$ cat src/rtl/split_stream_out_slot.sv
// One output lane of the broadcast: a single pend bit that becomes tvalid and
// reports whether this lane is holding up the shared beat register.
module split_stream_out_slot (
  input  logic clk,
  input  logic srst,
  input  logic load,
  input  logic sel,
  input  logic tready,
  output logic tvalid,
  output logic blocking
);

  logic pend_reg;

  // A fresh load wins over a drain in the same cycle.
  always_ff @(posedge clk) begin
    if (srst) begin
      pend_reg <= 1'b0;
    end else if (load) begin
      pend_reg <= sel;
    end else if (tready) begin
      pend_reg <= 1'b0;
    end
  end

  assign tvalid   = pend_reg;
  assign blocking = pend_reg & ~tready;

endmodule

$ cat src/rtl/multi_split_stream_pkt.sv
// AXI-Stream 1-to-N fork with a registered shared beat, a per-packet enable mask
// latched at start of packet, and packet / dropped-packet counters.
module multi_split_stream_pkt #(
  parameter int WIDTH      = 16,
  parameter int USER_WIDTH = 2,
  parameter int OUTPUTS    = 4,
  parameter int CNT_WIDTH  = 16
) (
  input  logic                          clk,
  input  logic                          reset,
  input  logic                          clear,
  input  logic [WIDTH-1:0]              i_tdata,
  input  logic [USER_WIDTH-1:0]         i_tuser,
  input  logic                          i_tlast,
  input  logic                          i_tvalid,
  output logic                          i_tready,
  output logic [WIDTH*OUTPUTS-1:0]      o_tdata,
  output logic [USER_WIDTH*OUTPUTS-1:0] o_tuser,
  output logic [OUTPUTS-1:0]            o_tlast,
  output logic [OUTPUTS-1:0]            o_tvalid,
  input  logic [OUTPUTS-1:0]            o_tready,
  input  logic [OUTPUTS-1:0]            en_mask,
  output logic [OUTPUTS-1:0]            active_mask,
  output logic [CNT_WIDTH-1:0]          pkt_count,
  output logic [CNT_WIDTH-1:0]          drop_count
);

  localparam logic SOP = 1'b0;
  localparam logic MID = 1'b1;

  logic                  srst;
  logic                  accept;
  logic                  state_reg;
  logic [OUTPUTS-1:0]    active_mask_reg;
  logic [OUTPUTS-1:0]    pkt_mask;
  logic [OUTPUTS-1:0]    blocking;
  logic [WIDTH-1:0]      data_reg;
  logic [USER_WIDTH-1:0] user_reg;
  logic                  last_reg;
  logic [CNT_WIDTH-1:0]  pkt_count_reg;
  logic [CNT_WIDTH-1:0]  drop_count_reg;

  assign srst     = reset | clear;
  assign i_tready = ~srst & ~|blocking;
  assign accept   = i_tvalid & i_tready;
  // The first beat of a packet routes on the live request; the rest follow the latch.
  assign pkt_mask = (state_reg == SOP) ? en_mask : active_mask_reg;

  always_ff @(posedge clk) begin
    if (srst) begin
      state_reg       <= SOP;
      active_mask_reg <= '0;
      data_reg        <= '0;
      user_reg        <= '0;
      last_reg        <= 1'b0;
      pkt_count_reg   <= '0;
      drop_count_reg  <= '0;
    end else if (accept) begin
      data_reg <= i_tdata;
      user_reg <= i_tuser;
      last_reg <= i_tlast;
      if (state_reg == SOP) begin
        active_mask_reg <= en_mask;
      end
      state_reg <= i_tlast ? SOP : MID;
      if (i_tlast) begin
        pkt_count_reg <= pkt_count_reg + CNT_WIDTH'(1);
        if (pkt_mask == '0) begin
          drop_count_reg <= drop_count_reg + CNT_WIDTH'(1);
        end
      end
    end
  end

  for (genvar gi = 0; gi < OUTPUTS; gi++) begin : g_out
    split_stream_out_slot u_slot (
      .clk      (clk),
      .srst     (srst),
      .load     (accept),
      .sel      (pkt_mask[gi]),
      .tready   (o_tready[gi]),
      .tvalid   (o_tvalid[gi]),
      .blocking (blocking[gi])
    );
    assign o_tdata[WIDTH*gi +: WIDTH]           = data_reg;
    assign o_tuser[USER_WIDTH*gi +: USER_WIDTH] = user_reg;
    assign o_tlast[gi]                          = last_reg;
  end

  assign active_mask = active_mask_reg;
  assign pkt_count   = pkt_count_reg;
  assign drop_count  = drop_count_reg;

endmodule

$ cat config.mk
export PLATFORM = sky130hd
export DESIGN_NAME = multi_split_stream_pkt
export DESIGN_NICKNAME = d
export VERILOG_FILES = /design/src/rtl/split_stream_out_slot.sv /design/src/rtl/multi_split_stream_pkt.sv
export SDC_FILE = /design/constraint.sdc
export NUM_CORES = 1
export LEC_CHECK = 0
export ABC_AREA = 1
export BUFFER_PORTS_ARGS = -buffer_cell sky130_fd_sc_hd__buf_2
export CORE_MARGIN = 2
export CORE_UTILIZATION = 48
export CTS_CLUSTER_DIAMETER = 80
export DETAILED_ROUTE_END_ITERATION = 10
export PLACE_DENSITY = 0.82
export RECOVER_POWER = 25
export SETUP_SLACK_MARGIN = 0.2
export SLEW_MARGIN = 20
export SYNTH_ARGS = -nofsm -noshare
export SYNTH_HDL_FRONTEND = slang
export SYNTH_SLANG_ARGS = --single-unit
$ cat constraint.sdc
create_clock -name clk -period 1.7 [get_ports clk]
set_input_delay 0.085 -clock clk [delete_from_list [all_inputs] [get_ports clk]]
set_output_delay 0.085 -clock clk [all_outputs]
set_load 0.005 [all_outputs]
==> flow_summary.ini, run 1 <==
[worst_setup_path]
critical_path_arrival_ns = 1.73
r2r-start = g_out[1].u_slot.tvalid
critPathRequiredTime_ns = 1.93
worstRegToRegCells = 10
cp-startpoint = g_out[1].u_slot.tvalid
crit_fanout = 5
cp-endpoint = drop_count[8]
rrSetupSlack_ns = 0.19
critPathKind = reg -> reg
worst_setup_path_end_kind = register
r2r_end = drop_count[8]
startpoint_type = register

[finish]
drive_above_1_share_pct = 35.2
areaGrowthSynthToFinish_pct = 33.2
final_area_um2 = 4480
antennaDiodeCount = 0
fin_nets = 655
stdcell_count = 723

[logic_synthesis]
synth_simple_gate_area_share_pct = 31.3
seq_area_frac_synth_pct = 35.7
synth_seq_cells = 60
ys_types = 24
synth-adder-area-share_pct = 0.744
synth_edf_count = 0
synth_area_um2 = 3360
synth_fp_nets = 528
synth_most_common_cell = nand2_1
syn_avg_cell_area_um2 = 6.79
synth_compound_area_share_pct = 8.56
async_reset_ff_share_pct = 0
ys.flop_type = dfxtp_1
netlist_top_cells_area = dfxtp_1 (36%), nand2_1 (19%), buf_4 (15%)
synthXorXnorAreaFrac_pct = 3.39
ys.warnings.count = 0
synth_top_family_by_area = simple AND/OR/NAND/NOR gates
synth_common_cells = nand2_1 (168), buf_4 (67), dfxtp_1 (60), a21oi_1 (52), nor2_1 (47)
synthMuxAreaShare_pct = 0
synth_top_area_share_pct = 35.7
post-synth-top-area-cell = dfxtp_1
syn_inst = 495

[timing]
max_freq_mhz = 663
rsz0062_at_grt = yes
hold_viol_final = 0
clock_skew_ns = 0.00781
final-setup-viol-count = 0
tightest_slew_ns = 0.304
setup_tns_ns = 0
setup_slack_ns = 0.191
drv_slew = 0
finalCritPeriodShare_pct = 88.7
period_needed_ns = 1.51
slew_headroom_pct = 79.7

[cts]
htree_num_levels = 3
cts_tree = done
cts_buffers = 9
clkLatencyLatePin_ns = 0.33
cts_buffer_depth = 2
clk_pin_slew_ns = 0.07
cts_sinks = 60
cts_root_buf = clkbuf_8

[place]
hpwl_mm = 5.97
portBuffers = 147
dp.cells = 672
dpl-instance-area_um2 = 3770
pre_cts_slack_ns = 0.0971
routabilityCongestion = 0.862

[pwr]
power_density_nw_per_um2 = 652
ir_drop_mv = 0.440
leakagePower_nw = 2.06
power.total_mw = 2.92

[global_route]
antenna_found_initial = 0
grt_util_all_layers_pct = 21.0
grt_max_degree = 23
first_global_vias = 2941
grt-ovfl-total = 0
grt_pass1_wl_mm = 13.0

[drt]
routed_wirelength_mm = 9.80
via_count = 3552
vias_per_cell = 4.91
first_iter_violations = 262
drtPass1Iterations = 5
wire_per_inst_um = 13.6
drtAntennaViolNets = 0
route.detailed.drc = 0

[die]
placementRows = 30
die_h_um = 87.7
start_util_pct = 49.5
io_pins = 148
die-width_um = 87.7
dieArea_um2 = 7690
coreArea_um2 = 6790

[min_path]
min_path_type = in -> reg

[outcome]
outcome = finished clean

[job]
cap_violations = 0
-- where the power goes --
part,internal [mW],leakage [nW],switching [mW]
combinational,0.129,1.48,0.136
sequential,1.41,0.485,0.0103
clock,0.670,0.0931,0.563
-- repair_timing --
action                                  4_1_cts  5_1_grt
gates resized for setup                       5       46
hold buffers                                 16        0
endpoints found under the setup margin       16       49
setup buffers                                 2       13
hold endpoints to repair                     16        0
cloned                                        0        4
pin swaps                                     1       11
-- layout make-up --
cell class | instances | area [um2]
Multi-Input combinational cell | 323 | 1620
Clock buffer | 11 | 131
Tap cell | 96 | 120
Inverter | 34 | 130
Timing Repair Buffer | 194 | 1220
Sequential cell | 60 | 1200
Clock inverter | 5 | 52.6
Fill cell | 586 | 2310
-- routing by layer --
layer	up-vias	wire, um	GRT usage (%)
met5	-	0	0
met4	0	143	6.85
met3	13	720	3.86
met2	171	5020	37.3
met1	1618	3920	25.5
li1	1750	-	-
-- layout by cell type, fill, tap and decap left out --
| master | Yosys | final |
|---|---|---|
| clkbuf_1 | 6 | 15 |
| a21oi_2 | 0 | 5 |
| nor2_1 | 47 | 35 |
| buf_2 | 2 | 134 |
| ha_1 | 2 | 1 |
| nand2_4 | 0 | 2 |
| nand4_4 | 1 | 1 |
| nand3b_1 | 1 | 1 |
| nand3_4 | 1 | 2 |
| clkbuf_8 | 0 | 9 |
| nand3_1 | 17 | 10 |
| nand3_2 | 0 | 6 |
| dfxtp_4 | 0 | 1 |
| buf_6 | 1 | 2 |
| clkinv_2 | 0 | 3 |
| nand2_2 | 1 | 3 |
| a211oi_1 | 1 | 1 |
| nand2_1 | 168 | 164 |
| buf_4 | 67 | 22 |
| xor2_1 | 8 | 8 |
| xnor2_1 | 5 | 5 |
| dlygate4sd3_1 | 0 | 16 |
| inv_1 | 33 | 30 |
| bufinv_16 | 0 | 1 |
| nor2_4 | 4 | 6 |
| ha_4 | 0 | 1 |
| nand4_1 | 6 | 6 |
| buf_12 | 0 | 4 |
| clkinvlp_4 | 0 | 1 |
| dfxtp_1 | 60 | 59 |
| nor3_1 | 5 | 4 |
| nor3_2 | 0 | 1 |
| nor2_2 | 0 | 10 |
| a21oi_1 | 52 | 47 |
| o21ai_0 | 4 | 4 |
| inv_2 | 1 | 3 |
| inv_4 | 0 | 1 |
| clkbuf_16 | 0 | 3 |
-- worst min path at each step --
stage | slack [ns] | cells past startpoint | from | end
after floorplan | 0.23 | 2 | i_tdata[10] | data_reg[10]
after global placement | 0.34 | 3 | i_tdata[10] | data_reg[10]
after detailed placement | 0.34 | 3 | i_tdata[6] | data_reg[6]
after CTS | 0.008 | 3 | i_tdata[1] | data_reg[1]
after global routing | 0.02 | 3 | i_tdata[14] | data_reg[14]
final | 0.004 | 3 | i_tdata[1] | data_reg[1]
-- logic make-up after synthesis --
group,count (synthesis)
AOI/OAI and AO/OA,57
xor gates and xnor gates,13
adders and majority gates,2
buffers and inverters,112
DFF,60
and+or+nand+nor,251
-- critical path, cell delays in order, from the launching register on --
cell and delay (ns):
dfxtp_1 0.32, nand2_2 0.10, nand2_4 0.06, nor2_4 0.15, nand3_4 0.13, nor2_4 0.21
buf_12 0.14, clkbuf_16 0.14, nand3_2 0.05, nand2_1 0.06, nor2_1 0.04
-- per-stage QoR --
stage          utilization [%]  hold slack [ns]
2_1_floorplan                -            0.228
3_3_place_gp              55.4            0.335
3_5_place_dp              55.4            0.341
4_1_cts                   61.2          0.00838
5_1_grt                   65.9           0.0158
6_report                  65.9          0.00380
Power figures use the tool's default switching activity.
==> run 2: changes to the inputs <==
clock period = 1.4 ns   (was 1.7 ns; I/O delays follow)
==> run 2 against run 1 <==
The run now ends with setup timing left. Routed wire length is 22% higher. Clock power is 34% higher. Total power is 33% higher. Core utilization is 12 points higher. Critical path type unchanged. Largest power group unchanged. Highest routed layer unchanged.
==> flow_summary.ini, run 2 (synthesized netlist as in run 1, its figures left out) <==
[cts]
cts_buffer_depth = 2
clkLatencyLatePin_ns = 0.35
cts_sinks = 60
htree_num_levels = 3
cts_tree = done
clk_pin_slew_ns = 0.07
cts_root_buf = clkbuf_8
cts_buffers = 9

[global_route]
met1_usage_pct = 29.1
first_global_vias = 3411
use_met2_pct = 48.5
antenna_found_initial = 0
met3_usage_pct = 5.84
grt_busiest_layer = met2
grt_pass1_wl_mm = 15.8
grt_util_all_layers_pct = 26.4
grt-ovfl-total = 0
grt_max_degree = 27

[worst_setup_path]
r2r-start = g_out[1].u_slot.tvalid
rrSetupSlack_ns = -0.15
r2r_end = drop_count[14]
critical_path_arrival_ns = 1.79
startpoint_type = register
worstRegToRegCells = 10
cp.depth = 10
worst_setup_path_end_kind = register
critPathRequiredTime_ns = 1.64
crit_fanout = 5
critPathBufInv = 2
path_cells = nand2_4, nand2_4, nor2_4, nand3_4, nor2_4, buf_12, buf_12, nand3_2, nand2_1, nor2_1
slowest_stage = dfxtp_2
critPathKind = reg -> reg
cp-startpoint = g_out[1].u_slot.tvalid
cp_top_family = simple AND/OR/NAND/NOR gates
cp-endpoint = drop_count[14]
cpPeakStageDelay_ns = 0.34

[outcome]
outcome = finished with violations
violations = setup timing

[timing]
setup_slack_ns = -0.149
period_needed_ns = 1.55
finalCritPeriodShare_pct = 111
tightest_slew_ns = 0.577
hold_viol_final = 0
clock_skew_ns = 0.00996
final-setup-viol-count = 50
setup_tns_ns = -2.83
drv_slew = 0
slew_headroom_pct = 61.5
rsz0062_at_grt = yes
max_freq_mhz = 646

[finish]
n_fill_cell = 437
final_util_pct = 78.3
areaGrowthSynthToFinish_pct = 58.3
antennaDiodeCount = 0
layout_commonest_cell = buf_2
drive_above_1_share_pct = 53.1
multi_input_area_um2 = 2000
fin_nets = 682
seqCellArea_um2 = 1210
final_cell_mix = buf_2 (143), nand2_1 (111), dfxtp_1 (53)

[die]
die-width_um = 87.7
coreArea_um2 = 6790
start_util_pct = 49.5
die_h_um = 87.7
dieArea_um2 = 7690
placementRows = 30
io_pins = 148

[pwr]
ir_drop_mv = 0.436
leakagePower_nw = 2.48
power_density_nw_per_um2 = 728

[min_path]
hold_start = o_tready[3]
min_path_type = in -> reg

[drt]
vias_per_cell = 5.17
first_iter_violations = 190
wire_per_inst_um = 16.0
via_count = 3876
drtPass1Iterations = 5
drtAntennaViolNets = 0
route.detailed.drc = 0
routed_wirelength_mm = 12.0

[place]
portBuffers = 147
pre_cts_slack_ns = -0.0448
hpwl_mm = 6.47
routabilityCongestion = 0.823

[job]
cap_violations = 0
-- run 2: cell count changes in the layout (fill, tap and decap cells not counted), sizes merged --
cell | previous run | this run
clkinvlp | 1 | 2
inv | 34 | 33
buf | 162 | 196
dlygate4sd3 | 16 | 18
clkbuf | 27 | 20
clkinv | 3 | 1
-- run 2: repair_timing --
| item | CTS | global route |
|---|---|---|
| gates resized for setup | 60 | 101 |
| endpoints found under the setup margin | 60 | 61 |
| gates cloned | 6 | 3 |
| hold buffers | 18 | 0 |
| hold endpoints to repair | 18 | 0 |
| setup buffers | 22 | 6 |
| pin swaps | 18 | 32 |
-- run 2: power by group --
| group | leakage, nW | internal, mW | switching (mW) | total [mW] |
|---|---|---|---|---|
| Clock | 0.0959 | 0.921 | 0.732 | 1.65 |
| Sequential | 0.488 | 1.72 | 0.0161 | 1.73 |
| Combinational | 1.90 | 0.245 | 0.244 | 0.489 |
| Total | 2.48 | 2.88 | 0.992 | 3.87 |
-- run 2: worst min path at each step --
stage,end,slack (ns),depth (start not counted)
finish,g_out[3].u_slot.tvalid,0.02,4
global route,g_out[3].u_slot.tvalid,0.03,4
CTS,g_out[0].u_slot.tvalid,0.02,4
detailed placement,data_reg[2],0.33,3
global placement,data_reg[9],0.32,3
floorplan,data_reg[10],0.21,2
-- run 2: worst register-to-register path: stages (launching register included) --
cell	delay, ns
dfxtp_2	0.34
nand2_4	0.06
nand2_4	0.05
nor2_4	0.17
nand3_4	0.14
nor2_4	0.17
buf_12	0.15
buf_12	0.13
nand3_2	0.07
nand2_1	0.10
nor2_1	0.06
-- run 2: layout make-up --
| class | count | share of cell area (%) |
|---|---|---|
| clock buffers | 13 | 2.99 |
| clock inverters | 3 | 0.846 |
| inverters | 34 | 2.82 |
| multi-input cells | 323 | 37.6 |
| flip-flops and latches | 60 | 22.8 |
| well taps | 96 | 2.26 |
| repair buffers | 221 | 30.7 |
-- run 2: metal layers --
layer / share of wire, % / up-vias / routed length (um)
li1: - / 1804 / -
met1: 39 / 1833 / 4640
met2: 52 / 202 / 6210
met3: 6.5 / 37 / 779
met4: 3.1 / 0 / 367
met5: 0 / - / 0
-- run 2: metrics by stage --
| stage | total power [mW] | area [um2] | hold WS (ns) | std cells |
|---|---|---|---|---|
| 4_1_cts | 3.77 | 4840 | 0.0166 | 741 |
| 5_1_grt | 3.97 | 5320 | 0.0298 | 750 |
| 3_3_place_gp | 2.00 | 3930 | 0.321 | 679 |
| 6_report | 3.87 | 5320 | 0.0195 | 750 |
| 2_1_floorplan | 1.92 | 3470 | 0.213 | 495 |
| 3_5_place_dp | 2.01 | 3930 | 0.325 | 679 |
==> run 3: changes to the inputs <==
ABC_AREA = 0   (was 1)
CORE_UTILIZATION = 46   (was 48)
PLACE_DENSITY = 0.81   (was 0.82)
==> run 3 against run 2 <==
The flow still finishes with violations (setup timing). Core utilization up 5.6 points. Sequential power about the same. Via count down 12%. Non-clock buffer count up 33. Sequential cell count unchanged. Combinational power up 8.4%. Total power up 3.6%. Critical endpoint unchanged. Largest power group is now clock. Highest routed layer unchanged.
==> flow_summary.ini, run 3 <==
[finish]
fin_nets = 594
layout_commonest_cell = buf_2
final_util_pct = 83.9
n_fill_cell = 336
drive_above_1_share_pct = 61.3
final_area_um2 = 5360
areaGrowthSynthToFinish_pct = 75.2
final_cell_mix = buf_2 (140), buf_4 (55), dfxtp_1 (50)
antennaDiodeCount = 0

[die]
dieArea_um2 = 7320
io_pins = 148
coreArea_um2 = 6390
placementRows = 29
start_util_pct = 47.9
die_h_um = 85.5
die-width_um = 85.5

[worst_setup_path]
r2r-start = drop_count[1]
crit_fanout = 4
cp-startpoint = drop_count[1]
path_cells = ha_4, nand3_2, or2_4, or3_4, or4_4, a21oi_2
critPathKind = reg -> reg
startpoint_type = register
critical_path_arrival_ns = 2.15
slowest_stage = or3_4
critPathRequiredTime_ns = 1.69
cp_top_family = simple AND/OR/NAND/NOR gates
worst_setup_path_end_kind = register
cpPeakStageDelay_ns = 0.42
critPathBufInv = 0

[pwr]
ir_drop_mv = 0.690
leakagePower_nw = 2.45
power_density_nw_per_um2 = 749

[place]
portBuffers = 147
routabilityCongestion = 0.858
dpl-instance-area_um2 = 4220
hpwl_mm = 6.15

[global_route]
grt_util_all_layers_pct = 29.2
first_global_vias = 3414
grt_pass1_wl_mm = 16.5
antenna_found_initial = 0
grt_max_degree = 40
grt-ovfl-total = 0

[timing]
hold_viol_final = 0
max_freq_mhz = 537
rsz0062_at_grt = yes
clock_skew_ns = 0.0105
tightest_slew_ns = 0.467
slew_headroom_pct = 68.9
final-setup-viol-count = 61
finalCritPeriodShare_pct = 133
period_needed_ns = 1.86
hold_slack_ns = 0.0208
setup_slack_ns = -0.461
drv_slew = 0

[cts]
cts_root_buf = clkbuf_8
htree_num_levels = 3
cts_tree = done
cts_buffer_depth = 2
clk_pin_slew_ns = 0.07
clkLatencyLatePin_ns = 0.35
cts_buffers = 9
cts_sinks = 60

[logic_synthesis]
synth_edf_count = 0
ys.flop_type = dfxtp_1
synth_fp_nets = 409
post-synth-top-area-cell = dfxtp_1
synth_common_cells = buf_4 (62), dfxtp_1 (60), nand2_1 (60), a21oi_1 (33), nor2_1 (28)
synth_most_common_cell = buf_4
netlist_top_cells_area = dfxtp_1 (39%), buf_4 (15%), nand2_1 (7.4%)
synth_area_um2 = 3060
synth_seq_cells = 60
async_reset_ff_share_pct = 0
ys_types = 32
ys.warnings.count = 0
seq_area_frac_synth_pct = 39.3
syn_inst = 376
syn_avg_cell_area_um2 = 8.13
synth_top_area_share_pct = 39.3

[drt]
drtPass1Iterations = 4
drtAntennaViolNets = 0
via_count = 3421
vias_per_cell = 5.32
route.detailed.drc = 0
routed_wirelength_mm = 11.6
wire_per_inst_um = 18.1
first_iter_violations = 166

[outcome]
violations = setup timing
outcome = finished with violations

[job]
cap_violations = 0

[min_path]
min_path_type = in -> reg
hold_start = o_tready[0]
-- run 3: cell types whose count changed in the layout (fill, tap and decap cells not counted), moves of 12 or more --
cell,before,now
a21oi_2,31,6
buf_4,29,55
inv_1,29,3
nand2_1,111,35
nand2_2,35,17
nand2_4,23,8
nor2_4,13,1
nor4_4,0,14
xnor2_1,5,18
-- run 3: path summary, 6_finish.rpt --
check / endpoint / slack, ns / depth (start not counted)
setup / recovery: drop_count[14] / -0.46 / 6
setup reg to reg: drop_count[14] / -0.46 / 6
hold reg to reg: drop_count[15] / 0.49 / 2
hold / removal: g_out[0].u_slot.tvalid / 0.02 / 3
-- run 3: cell type report --
cell class / count / area (um2) / share of cell area, %
timing repair buffer: 254 / 1860 / 34.7
inverter: 3 / 11.3 / 0.210
multi-input combinational: 233 / 1950 / 36.4
tap: 77 / 96.3 / 1.80
clock inverter: 5 / 75.1 / 1.40
clock buffer: 11 / 141 / 2.64
sequential: 60 / 1220 / 22.8
-- run 3: what timing repair did --
action | in CTS | in global routing
pin swaps | 26 | 35
setup buffers | 16 | 6
gates resized for setup | 66 | 42
cloned | 4 | 0
hold endpoints to repair | 18 | 0
setup endpoints to repair | 61 | 61
hold buffers | 18 | 0
-- run 3: worst min-delay path, delay by kind of cell --
| family | cells | cell delay [ns] |
|---|---|---|
| AO/OA/AOI/OAI | 1 | 0.06 |
| buffers and inverters | 1 | 0.08 |
| AND/OR/NAND/NOR | 1 | 0.11 |
-- run 3: power breakdown --
part           leakage [nW]  switching, mW  internal (mW)
clock network         0.113          0.714           1.04
logic                  1.85          0.252          0.278
registers             0.490         0.0158           1.71
-- run 3: kinds of logic (layout without fill, tap and decap cells) --
logic type	count (synthesis)	count (layout)	synth area share, %
simple gates	159	159	25.5
buf+inv	83	273	17.9
flops	60	60	39.3
compound gates	44	44	8.02
xor+xnor	21	21	6.01
mux	7	7	2.45
fa+ha+maj	2	2	0.818
-- run 3: per-stage QoR --
step	setup TNS [ns]	worst slack (ns)	power (mW)	cells
finish	-10.63	-0.461	4.02	643
global route	-14.65	-0.523	4.16	643
CTS	-8.00	-0.390	3.92	637
detailed placement	-5.31	-0.384	2.06	583
global placement	-3.98	-0.364	2.06	583
floorplan	-2.92	-0.403	1.94	376
-- run 3: routing by layer --
metal  part of all wire [%]  track usage (%)  routed length (um)
met5                      0                0                   0
met4                    4.2             15.9                 491
met3                    7.3             5.39                 847
met2                     54             56.5                6250
met1                     35             28.9                4050
